[src/rtl/rc4_defs_pkg.sv]
// Phase codes and feeder state encodings shared by the RC4 key feeder and key_gene.
package rc4_defs;

    typedef enum logic [1:0] {
        INIT       = 2'b00,
        KEY_GENE   = 2'b01,
        EN_DE_CODE = 2'b10
    } ns_t;

    typedef enum logic [1:0] {
        IDLE = 2'b00,
        KSA  = 2'b01,
        WAIT = 2'b10,
        RUN  = 2'b11
    } state_t;

    // Index of the last of the 256 key bytes streamed during the schedule.
    localparam logic [8:0] LAST_IDX = 9'd255;

    function automatic ns_t ns_of(input state_t s);
        case (s)
            IDLE:      return INIT;
            KSA, WAIT: return KEY_GENE;
            RUN:       return EN_DE_CODE;
            default:   return INIT;
        endcase
    endfunction

endpackage

[src/rtl/rc4_key_store.sv]
// Key byte register file: one write port, one registered read port.
// Only the read register is reset; the stored bytes keep their contents.
module rc4_key_store #(
    parameter int DEPTH = 16,
    parameter int AW    = 4
) (
    input  logic          clk,
    input  logic          rst,
    input  logic          wr_en,
    input  logic [AW-1:0] wr_addr,
    input  logic [7:0]    wr_data,
    input  logic          rd_en,
    input  logic [AW-1:0] rd_addr,
    output logic [7:0]    rd_data
);

    logic [7:0] mem [DEPTH];

    always_ff @(posedge clk) begin
        if (wr_en) begin
            mem[wr_addr] <= wr_data;
        end
    end

    always_ff @(posedge clk or posedge rst) begin
        if (rst) begin
            rd_data <= 8'h00;
        end else if (rd_en) begin
            rd_data <= mem[rd_addr];
        end
    end

endmodule

[src/rtl/rc4_key_feeder.sv]
// Sequences the RC4 key schedule: streams key[i mod len] for 256 cycles, then waits for
// data_rready before releasing the core.
//
//   state | meaning
//   IDLE  | NS=INIT, key store writable, waiting for start
//   KSA   | NS=KEY_GENE, one key byte per cycle, idx 0..255
//   WAIT  | NS=KEY_GENE, last byte held, waiting for data_rready or timeout
//   RUN   | NS=EN_DE_CODE, ready high, start re-runs the schedule
module rc4_key_feeder
    import rc4_defs::*;
#(
    parameter int KEY_MAX     = 16,
    parameter int RDY_TIMEOUT = 1024
) (
    input  logic       clk,
    input  logic       rst,
    input  logic       key_wr,
    input  logic [7:0] key_byte,
    input  logic       key_clr,
    input  logic       start,
    input  logic       data_rready,
    output logic [1:0] NS,
    output logic [7:0] key_init,
    output logic       busy,
    output logic       ready,
    output logic       err
);

    localparam int KW = (KEY_MAX > 1) ? $clog2(KEY_MAX) : 1;
    localparam int LW = $clog2(KEY_MAX + 1);
    localparam int TW = $clog2(RDY_TIMEOUT + 1);

    state_t        state, state_next;
    ns_t           ns_q;
    logic [LW-1:0] key_len;
    logic [LW-1:0] ksa_len;
    logic [8:0]    idx;
    logic [KW-1:0] kidx;
    logic [KW-1:0] kidx_wrap;
    logic [KW-1:0] rd_addr;
    logic [TW-1:0] tmo;
    logic [TW-1:0] tmo_inc;
    logic          err_next;
    logic          load_ksa;
    logic          step_ksa;
    logic          wr_en;
    logic          rd_en;

    // Wrap counter instead of a modulo: kidx walks 0..ksa_len-1 and folds back to 0.
    assign kidx_wrap = (LW'(kidx) + LW'(1) == ksa_len) ? '0 : kidx + KW'(1);
    assign tmo_inc   = tmo + TW'(1);

    assign wr_en   = (state == IDLE) && key_wr && !key_clr && (key_len != LW'(KEY_MAX));
    assign rd_en   = load_ksa || step_ksa;
    assign rd_addr = load_ksa ? '0 : kidx_wrap;

    always_comb begin
        state_next = state;
        err_next   = 1'b0;
        load_ksa   = 1'b0;
        step_ksa   = 1'b0;
        case (state)
            IDLE: begin
                if (start) begin
                    if (key_len == '0) begin
                        err_next = 1'b1;
                    end else begin
                        load_ksa   = 1'b1;
                        state_next = KSA;
                    end
                end
            end
            KSA: begin
                if (idx == LAST_IDX) begin
                    state_next = WAIT;
                end else begin
                    step_ksa = 1'b1;
                end
            end
            WAIT: begin
                if (data_rready) begin
                    state_next = RUN;
                end else if (tmo_inc == TW'(RDY_TIMEOUT)) begin
                    err_next   = 1'b1;
                    state_next = IDLE;
                end
            end
            RUN: begin
                if (start) begin
                    load_ksa   = 1'b1;
                    state_next = KSA;
                end
            end
            default: state_next = IDLE;
        endcase
    end

    always_ff @(posedge clk or posedge rst) begin
        if (rst) begin
            state   <= IDLE;
            ns_q    <= INIT;
            busy    <= 1'b0;
            ready   <= 1'b0;
            err     <= 1'b0;
            key_len <= '0;
            ksa_len <= '0;
            idx     <= '0;
            kidx    <= '0;
            tmo     <= '0;
        end else begin
            state <= state_next;
            ns_q  <= ns_of(state_next);
            busy  <= (state_next == KSA) || (state_next == WAIT);
            ready <= (state_next == RUN);
            err   <= err_next;

            if ((state == IDLE) && key_clr) begin
                key_len <= '0;
            end else if (wr_en) begin
                key_len <= key_len + LW'(1);
            end

            // ksa_len snapshots the pre-write length so a same-cycle write waits for the next start.
            if (load_ksa) begin
                ksa_len <= key_len;
                idx     <= '0;
                kidx    <= '0;
            end else if (step_ksa) begin
                idx  <= idx + 9'd1;
                kidx <= kidx_wrap;
            end

            if ((state == WAIT) && (state_next == WAIT)) begin
                tmo <= tmo_inc;
            end else begin
                tmo <= '0;
            end
        end
    end

    assign NS = ns_q;

    rc4_key_store #(
        .DEPTH (KEY_MAX),
        .AW    (KW)
    ) u_key_store (
        .clk     (clk),
        .rst     (rst),
        .wr_en   (wr_en),
        .wr_addr (key_len[KW-1:0]),
        .wr_data (key_byte),
        .rd_en   (rd_en),
        .rd_addr (rd_addr),
        .rd_data (key_init)
    );

endmodule
[config.mk]
export PLATFORM = sky130hd
export DESIGN_NAME = rc4_key_feeder
export DESIGN_NICKNAME = d
export VERILOG_FILES = /design/src/rtl/rc4_defs_pkg.sv /design/src/rtl/rc4_key_store.sv /design/src/rtl/rc4_key_feeder.sv
export SDC_FILE = /design/constraint.sdc
export NUM_CORES = 1
export LEC_CHECK = 0
export CORE_ASPECT_RATIO = 1.4
export CORE_MARGIN = 8
export CORE_UTILIZATION = 45
export DETAILED_ROUTE_END_ITERATION = 16
export GPL_TIMING_DRIVEN = 0
export HOLD_SLACK_MARGIN = 0.06
export PLACE_DENSITY = 0.65
export SLEW_MARGIN = 20
export SYNTH_ARGS = -nofsm -noshare
export SYNTH_HDL_FRONTEND = slang
export SYNTH_SLANG_ARGS = --single-unit
[constraint.sdc]
create_clock -name clk -period 2.5 [get_ports clk]
set_clock_uncertainty 0.15 [all_clocks]
set_input_delay 0.25 -clock clk [delete_from_list [all_inputs] [get_ports clk]]
set_output_delay 0.25 -clock clk [all_outputs]
set_load 0.05 [all_outputs]
==> results.py <==
metrics = {
    "floorplan": {
        "die_x_um": 127,
        "floorplan.io_pins": 27,
        "core_area_sq_mm": 0.0167,
        "num_rows": 56,
        "floorplan.initialDensity_pct": 46.0,
        "die-height_um": 171,
        "die_ar_sq_mm": 0.0216,
    },
    "grt": {
        "grt.total_usage_pct": 18.6,
        "grt_max_degree": 27,
        "antenna_found_initial": 0,
        "grt_pass1_vias": 5437,
        "grt_remaining_overflow": 0,
        "wire_length_of_the_first_global_routing_pass_um": 30300,
    },
    "run": {
        "timing.max_cap.violations": 0,
    },
    "routing": {
        "first_iteration_detailed_routing_drc_count": 380,
        "wl_per_cell_um": 21.8,
        "antenna_violating_nets_post_route": 0,
        "vias": 5187,
        "route.final.wire_length_um": 19400,
        "vias_per_cell": 5.84,
        "dr.pass1.iters": 5,
        "drt_drc_violations_left": 0,
    },
    "worst_setup_path": {
        "crit_path_end_kind": "flop",
        "cp_slowest_stage_delay_ns": 0.47,
        "critical_path.max_fanout": 5,
        "start_kind": "flop",
        "rr_endpoint": "u_key_store.rd_data[4]",
        "crit_path_cell_trace": "inv_2, ha_4, or4b_4, a21o_1, nand2_2, buf_6, o211ai_4, clkbuf_16, a211oi_4, o21ai_2, a32oi_1",
        "cp_data_arrival_time_ns": 2.88,
        "regToRegStartpoint": "key_len[1]",
        "reg2reg_depth": 11,
        "critPathKind": "reg2reg",
        "reg2reg_setup_slack_ns": -0.19,
        "required_ns": 2.69,
        "cp_slowest_cell": "or4b_4",
    },
    "power": {
        "switching_share_pct": 40.4,
        "total_power_mw": 12.1,
        "p_clk_share_pct": 21.7,
        "power.sequential.fraction_pct": 29.8,
        "p_switching_mw": 4.88,
        "leakagePower_nw": 3.35,
        "power.density_mw_per_mm2": 1280,
        "peakVddDrop_uv": 659,
        "combinationalPowerShare_pct": 48.5,
        "p_int_mw": 7.21,
    },
    "clocking": {
        "clock_tree.buffer_depth": 2,
        "worst_skew_pair.late_latency_ns": 0.43,
        "tritoncts": "done",
        "clock_sinks": 175,
        "cts.reportedPaths.clkPinSlew_ns": 0.06,
        "clock-root-buffer": "clkbuf_16",
        "numCtsBuffers": 17,
        "cts_htree_levels": 4,
    },
    "min_path": {
        "startpoint_of_the_worst_hold_path": "tmo[0]",
        "hold_path.class": "reg2reg",
        "timing.hold.worst_endpoint": "tmo[0]",
        "hold-path-cell-count": 1,
    },
    "timing": {
        "finalWorstPathRequiredPeriod_ns": 2.69,
        "worst_slack_ns": -0.193,
        "rsz0062_at_grt": "yes",
        "fmax_mhz": 371,
        "max_slew_vio_count": 0,
        "final_number_of_setup_violating_endpoints": 8,
        "max_slew_margin_pct": 48.9,
        "tightestPinTransition_ns": 0.763,
        "hold_viol": 0,
        "timing.final.crit_share_pct": 108,
    },
    "synth": {
        "list_of_most_frequent_post_synthesis_cells": "128 x edfxtp_1, 69 x nor2_1, 54 x o21ai_0",
        "postSynthRegisterBits": 175,
        "yosys-top-cells-area": "edfxtp_1 50%, dfrtp_1 15%, o21ai_0 3.5%",
        "synthesis.area_sq_mm": 0.00769,
        "synth_edf_count": 128,
        "synthDistinctLibCells": 59,
        "yosysWarnings": 0,
        "yosysSeqAreaShare_pct": 65.2,
        "syn_nets": 640,
        "synth-async-reset-ratio_pct": 26.9,
        "synth.most_common_cell": "edfxtp_1",
        "netlist.top_cell.by_area": "edfxtp_1",
        "syn_inst": 611,
        "yosys.area.top_type_share_pct": 50.0,
        "ys.flop_type": "edfxtp_1",
        "syn-mean-instance-area_sq_um": 12.6,
    },
    "final_layout": {
        "multi_input_comb_area_sq_mm": 0.00290,
        "sequential_cell_area_sq_mm": 0.00502,
        "layout-drive-gt1-share_pct": 21.0,
        "fillCellCount": 1332,
        "net_count_reported_at_finish": 704,
        "final_core_util_pct": 56.4,
        "area_growth_from_synthesis_to_layout_pct": 22.7,
        "fin_cells": 888,
        "num_antenna_cells": 0,
    },
    "placed_design": {
        "placedCellCount": 841,
        "hpwlAfterDp_um": 13100,
        "pre_cts_slack_ns": -0.808,
        "port-buffer-count": 26,
        "place.gp.congestion": 0.872,
    },
    "run_status": {
        "failed_checks": "negative setup slack",
        "run_status": "complete, but fails checks",
    },
}
layer usage:
metal	track usage [%]	share of wire (%)	vias to the layer above
met2	33.3	53	161
met3	4.27	5.0	32
met5	0	0	-
met1	20.4	39	2585
met4	9.03	3.0	0
li1	-	-	2409
area by class of cell:
class                      count  area share, %
multi-input combinational    399           30.7
buffer                        28           2.12
tap                          203           2.69
clock buffer                  20           4.63
sequential                   175           53.2
inverter                       8          0.318
clock inverter                 9           1.47
timing repair buffer          46           4.90
kinds of logic (layout without fill, tap and decap cells):
logic type	after synthesis	in the layout	synth area share [%]
flops	175	175	65.2
compound gates	160	160	13.9
simple gates	192	192	12.1
mux	10	10	1.32
buf+inv	37	111	2.28
fa+ha+maj	15	15	2.44
xor+xnor	22	22	2.70
worst max-delay path by stage:
stage                             end        from  depth (start not counted)  slack, ns
6_report       u_key_store.rd_data[4]  key_len[1]                         11      -0.19
5_1_grt        u_key_store.rd_data[4]  key_len[1]                         11      -0.27
4_1_cts        u_key_store.rd_data[1]  key_len[0]                         10      -0.15
3_5_place_dp   u_key_store.rd_data[4]     kidx[1]                          8      -0.81
3_3_place_gp   u_key_store.rd_data[4]     kidx[1]                          8      -0.73
2_1_floorplan  u_key_store.rd_data[0]  key_len[0]                         10      -0.01
power by group through the flow:
stage | logic [mW] | clock network, mW | registers (mW)
after floorplan | 2.90 | 0 | 3.84
after global placement | 4.49 | 0 | 3.64
after detailed placement | 4.58 | 0 | 3.66
after CTS | 5.65 | 2.65 | 3.60
after global routing | 6.28 | 2.75 | 3.63
final | 5.86 | 2.63 | 3.60
worst max-delay path, delay by kind of cell (launching register included):
kind / cells / cell delay [ns]
AO/OA/AOI/OAI: 5 / 0.88
AND/OR/NAND/NOR: 2 / 0.57
buffers and inverters: 3 / 0.45
flip-flops: 1 / 0.40
adder cells (fa/ha/maj): 1 / 0.13
flip-flops by register name (all words and copies together), names as in the netlist, 4 cells and up:
| register | cells |
|---|---|
| ksa_len | 5 |
| u_key_store.mem | 128 |
| key_len | 5 |
| idx | 9 |
| tmo | 11 |
| u_key_store.rd_data | 8 |
| kidx | 4 |
cells in the final DEF (no fill, tap or decap), types with 8 or more instances in the layout:
cell type / instances
nand3_1: 8
o21ai_2: 9
a21boi_0: 14
nand2_1: 37
mux2i_1: 9
dfrtp_1: 46
a21oi_1: 17
or3_1: 11
a32oi_1: 8
clkbuf_16: 18
clkdlybuf4s50_1: 26
clkbuf_1: 8
xor2_1: 13
nor2b_1: 10
o21ai_1: 10
ha_1: 11
a211oi_1: 9
o22a_1: 8
and2_1: 9
buf_4: 19
edfxtp_1: 128
o21ai_0: 39
nor2_1: 66
metrics by stage:
stage | TNS, ns | cell area, sq um | hold WS (ns)
floorplan | -0.0102 | 7700 | 0.187
global placement | -16.54 | 8220 | 0.298
detailed placement | -18.90 | 8240 | 0.312
CTS | -0.709 | 9330 | 0.320
global route | -2.81 | 9440 | 0.352
finish | -1.08 | 9440 | 0.313
timing repair:
action / CTS / global route
pin swaps: 19 / 2
hold buffers: 1 / 0
cloned: 1 / 0
setup endpoints to repair: 66 / 97
hold endpoints to repair: 21 / 0
resized for setup: 99 / 29
setup buffers: 15 / 2
No activity file was read; power rests on OpenSTA's default activity.
